### src/rtl/bnn_weight_streamer.sv
// Serializes 8-bit neuron weight bytes into low/high nibble beats for the BNN core's
// weight-load pins, tracking the core's slot counter so the host knows which neuron is loaded.
module bnn_weight_streamer #(
  parameter int unsigned NUM_NEURONS = 8,
  parameter int unsigned IDX_W       = 3
) (
  input  logic             clk,
  input  logic             rst_n,
  input  logic [7:0]       in_data,
  input  logic             in_valid,
  output logic             in_ready,
  output logic [3:0]       wt_nibble,
  output logic             wt_load_en,
  output logic [IDX_W-1:0] neuron_idx,
  output logic             busy,
  output logic             done
);

  typedef enum logic [1:0] {StIdle, StLo, StHi} state_e;

  localparam logic [IDX_W-1:0] LastIdx = IDX_W'(NUM_NEURONS - 1);

  state_e     state_q;
  logic [7:0] hold_q;
  logic       accept;

  // in_ready is registered, so it already reflects the current state.
  assign accept = in_valid & in_ready;

  always_ff @(posedge clk or negedge rst_n) begin
    if (!rst_n) begin
      state_q    <= StIdle;
      hold_q     <= 8'h00;
      neuron_idx <= '0;
      wt_nibble  <= 4'h0;
      wt_load_en <= 1'b0;
      in_ready   <= 1'b1;
      busy       <= 1'b0;
      done       <= 1'b0;
    end else begin
      unique case (state_q)
        StIdle: begin
          done <= 1'b0;
          if (accept) begin
            state_q    <= StLo;
            hold_q     <= in_data;
            wt_nibble  <= in_data[3:0];
            wt_load_en <= 1'b1;
            in_ready   <= 1'b0;
            busy       <= 1'b1;
          end
        end
        StLo: begin
          // The high beat always follows so the core's half-select never desyncs.
          state_q    <= StHi;
          wt_nibble  <= hold_q[7:4];
          wt_load_en <= 1'b1;
          in_ready   <= 1'b1;
          busy       <= 1'b1;
          done       <= (neuron_idx == LastIdx);
        end
        StHi: begin
          neuron_idx <= neuron_idx + 1'b1;
          done       <= 1'b0;
          if (accept) begin
            state_q    <= StLo;
            hold_q     <= in_data;
            wt_nibble  <= in_data[3:0];
            wt_load_en <= 1'b1;
            in_ready   <= 1'b0;
            busy       <= 1'b1;
          end else begin
            state_q    <= StIdle;
            wt_nibble  <= 4'h0;
            wt_load_en <= 1'b0;
            in_ready   <= 1'b1;
            busy       <= 1'b0;
          end
        end
        default: begin
          state_q    <= StIdle;
          wt_nibble  <= 4'h0;
          wt_load_en <= 1'b0;
          in_ready   <= 1'b1;
          busy       <= 1'b0;
          done       <= 1'b0;
        end
      endcase
    end
  end

endmodule

### config.mk
export PLATFORM = sky130hd
export DESIGN_NAME = bnn_weight_streamer
export DESIGN_NICKNAME = d
export VERILOG_FILES = /design/src/rtl/bnn_weight_streamer.sv
export SDC_FILE = /design/constraint.sdc
export NUM_CORES = 1
export LEC_CHECK = 0
export ABC_AREA = 1
export ABC_CLOCK_PERIOD_IN_PS = 2700
export BUFFER_PORTS_ARGS = -buffer_cell sky130_fd_sc_hd__buf_2
export CORE_MARGIN = 8
export CORE_UTILIZATION = 52
export DETAILED_ROUTE_END_ITERATION = 12
export PLACE_DENSITY = 0.8
export SYNTH_ARGS = -nofsm -noshare
export SYNTH_HDL_FRONTEND = slang
export SYNTH_SLANG_ARGS = --single-unit
### constraint.sdc
create_clock -name clk -period 2.7 [get_ports clk]
set_input_delay 0.81 -clock clk [delete_from_list [all_inputs] [get_ports clk]]
set_output_delay 0.81 -clock clk [all_outputs]
set_load 0.01 [all_outputs]
* Yosys cells after proc, flatten, opt, wreduce, memory -nomap -nowiden
Cells that the tools add are included.
Word-level totals: register bits after elaboration 20, input bits 11, logic and storage cells 29
Cells by class: add/sub/neg operators 1, equality and inequality tests 4, mux-type cells 13, bitwise gates (word level) 1, reduce and logical (&&, ||, !) cells 3
Operator list (count):
- $pmux W4 S3 | 1
- $mux W4 | 2
- $mux W1 | 6
- $pmux W2 S3 | 1
- $add A3 B1 Y3 const B | 1
- $eq A3 B3 Y1 const B | 1
- $pmux W1 S3 | 1
- $eq A2 B1 Y1 const B | 1
- $eq A2 B2 Y1 const B | 1
- $logic_not A2 Y1 | 1
- $mux W2 | 1
- $ne A2 B2 Y1 const B | 1
- $pmux W1 S2 | 1
- $reduce_and A2 Y1 | 1
- $reduce_or A2 Y1 | 1
- $and A1 B1 Y1 | 1

* Longest topological paths before layout
depth in word-level cells 3, mapped depth 6, depth with buffers taken out 6

* Worst setup path after synthesis
OpenSTA, ideal clock, no wires.
path kind input-to-reg, start point input in_valid, end point register hold_q[4], data arrival time 1.274 ns, data required time 2.584 ns, setup slack 1.309 ns, cell stages on the path 5, cells stage by stage nand2_2 nor2_2 inv_2 nand2_1 nand2_1
On the way: longest elaborated chain between the ends 2
Ends and longest elaborated chain:
- start: declaration | line 10 | input logic in_valid,
- $and A1 B1 Y1 | line 28 | assign accept = in_valid & in_ready;
- $reduce_and A2 Y1 (no source line)
- end signal: assignment | line 46 | hold_q <= in_data;
- end signal: assignment | line 67 | hold_q <= in_data;
- end: declaration | line 24 | logic [7:0] hold_q;
Every way passes these cells. A chain may end at the register's enable or synchronous reset.

* Worst setup path in the final report
start point register in_ready, end point output in_ready
RTL lines:
- start: declaration | line 11 | output logic in_ready,
- start signal: assignment | line 37 | in_ready <= 1'b1;
- start signal: assignment | line 49 | in_ready <= 1'b0;
- start signal: assignment | line 58 | in_ready <= 1'b1;
No word-level cell between the ends.

==> metrics.csv <==
stage,metric,value,unit
logic_synthesis,syn nets,103,
power,Lkg Pwr,0.5361,nW
sta,"Hold Violations, Final",0,
sta,clk_skew,0.0007955,ns
logic_synthesis,yosys warns,0,
outcome,status,"complete, no violations",
floorplanning,die area,2912,µm²
drt,DR DRC count,0,
worst_setup_path,Crit-path slowest cell,dfstp_2,
clock_network,Clock Sink Count,16,
global_route,GRT Overall Usage,0.1175,
placement,placed cell count,125,
clock_network,"Hold-fix buffers, CTS",0,
sta,final setup TNS,0,ns
flow_run,max cap viols,0,
global_route,first-pass GRT wire length,2484,µm
worst_setup_path,r2r startpoint,in_ready$_DFFE_PN1P_,
sta,fmax,560.4,MHz
clock_network,clock latency on the worst-skew pair,0.29,ns
drt,Vias/cell,4.690,
sta,final setup fails,0,
clock_network,H-Tree Depth,1,
worst_setup_path,arrival time at the worst endpoint,0.97,ns
clock_network,Worst-path clk slew,0.09,ns
sta,RSZ-0062 raised after global routing,no,
worst_setup_path,Critical Path Max Stage Delay,0.56,ns
drt,Pre-Repair DR Iteration Count,4,
floorplanning,I/O pins,22,
drt,drt total wl,1456,µm
placement,GP Congestion,0.7519,
worst_setup_path,Buf/Inv on CP,1,
power,Worst VDD drop,0.3414,mV
worst_setup_path,Setup crit end kind,primary output,
global_route,largest net degree at the start of global routing,17,
floorplanning,cell row count,13,
sta,final setup margin,0.9156,ns
worst_setup_path,crit path launch,in_ready$_DFFE_PN1P_,
worst_setup_path,"delay-heaviest family, CP",flip-flops,
clock_network,post-CTS setup buffer count,0,
sta,post-layout min period,1.784,ns
drt,DRT antenna net count,0,
worst_setup_path,crit-path cells,buf_2,
drt,WL per Instance,11.29,µm
worst_setup_path,Worst EP required,1.89,ns
global_route,vias in the first global route,605,
min_path,HP Class,input port to async pin,
logic_synthesis,mean post-synth cell area,8.327,µm²
placement,I/O Buffers,21,
placement,detailed placement HPWL,1166,µm
clock_network,CTS tree,built,
logic_synthesis,Yosys cell types,17,
worst_setup_path,kind of critical path,flop to primary output,
clock_network,TritonCTS Buffers,3,
clock_network,PostCTS Resize Cnt,0,
sta,worst slew pin tran,0.3356,ns
drt,initial DRC count,12,
logic_synthesis,post-synthesis register bit count,16,
global_route,GR Overflow Total,0,
layout,fin cells,129,
layout,Final #Nets,128,
power,pwr/cell area,460.5,nW/µm²
layout,# diodes,0,
layout,Layout Utilization,0.6847,
floorplanning,Die W,53.97,µm
global_route,initial antenna violation count,0,
worst_setup_path,Setup crit start kind,flop,
drt,via count,605,
floorplanning,core box area,1318,µm²
worst_setup_path,crit-path max FO,3,
logic_synthesis,sequential-to-total area share from yosys stat,0.5359,
floorplanning,starting density of the core,0.5689,
sta,Slew HR,0.7762,
logic_synthesis,"Cell Area, Synth",749.5,µm²
clock_network,clock buffer depth,2,
sta,period utilization,0.6609,
layout,area delta synth->final,20.37,%
sta,Max Slew Vio Count,0,
layout,fraction of layout cells with a size suffix above 1,0.3246,
placement,pre-CTS WS,1.090,ns
sta,hold_ws,0.4045,ns
floorplanning,die height,53.97,µm
clock_network,Root Driver,clkbuf_4,
logic_synthesis,Synth Instances,90,
==> power by group <==
part	leakage [nW]	internal [mW]	switching, mW
sequential	0.199	0.240	0
combinational	0.316	0.00732	0.00938
clock	0.0210	0.0822	0.0770
total	0.536	0.329	0.0864
==> flip-flops by register name, summed over array words and instances (netlist names) <==
name,cells
hold_q,4
done,1
neuron_idx,3
wt_nibble,4
state_q,2
busy,1
in_ready,1
==> cells in the mapped netlist <==
cell     instances  area [µm²]
nand2_4          1       11.26
nand2_1         44       165.2
dfrtp_1         15       375.4
inv_2            5       18.77
a21oi_1          1       5.000
a211o_1          1       8.760
nand3_1          4       20.02
dfstp_2          1       26.28
nor2_2           2       12.51
and3_1           1       6.260
nand2_2          1       6.260
buf_4            1       7.510
xor2_1           1       8.760
nor2_4           2       22.52
ha_1             2       25.02
nor2_1           4       15.01
inv_1            4       15.01
==> per-layer routing <==
layer  GRT usage  wire [µm]
met5           0          0
met4     0.07563         37
met2      0.1950        679
met3     0.04132        130
met1      0.1238        608
==> logic make-up (layout without fill, tap and decap cells) <==
logic type,Yosys count,count (layout),share of synthesized area
flops,16,16,0.5359
buf+inv,10,34,0.05509
simple gates,59,59,0.3456
xor+xnor,1,1,0.01169
fa+ha+maj,2,2,0.03338
compound gates,2,2,0.01836
==> cells in the final DEF, fill, tap and decap left out, drive strengths merged <==
master,instances
a211o,1
a21oi,1
and3,1
buf,21
clkbuf,4
dfrtp,15
dfstp,1
ha,2
inv,9
nand2,46
nand3,4
nor2,8
xor2,1
==> stage by stage <==
step                      power (mW)  area (µm²)
final                         0.4155       902.1
after global routing          0.4321       902.1
after CTS                     0.4191       902.1
after detailed placement      0.2614       865.8
after global placement        0.2609       865.8
after floorplan               0.2484       749.5
==> worst register-to-register path, stage by stage, from the launching register on <==
cell,delay (ns)
dfstp_2,0.56
nand2_2,0.12
nor2_2,0.25
inv_2,0.08
nand2_1,0.07
nand2_1,0.05
==> layout make-up <==
class / count / area [µm²]
tap: 15 / 18.77
fill: 105 / 415.4
clock buffer: 4 / 36.28
timing repair buffer: 21 / 105.1
multi-input combinational: 64 / 306.5
inverter: 9 / 33.78
sequential: 16 / 401.6
==> final timing paths <==
| check | end | slack (ns) | cells past startpoint |
|---|---|---|---|
| max reg2reg | hold_q[5]$_DFFE_PN0P_ | 1.47 | 5 |
| max in group asynchronous | in_ready$_DFFE_PN1P_ | 2.00 | 1 |
| min in group clk | wt_nibble[3]$_DFFE_PN0P_ | 0.48 | 2 |
| min reg2reg | wt_nibble[3]$_DFFE_PN0P_ | 0.48 | 2 |
| max | in_ready | 0.92 | 1 |
| min | hold_q[4]$_DFFE_PN0P_ | 0.40 | 1 |
No activity file was read; power rests on OpenSTA's default activity.
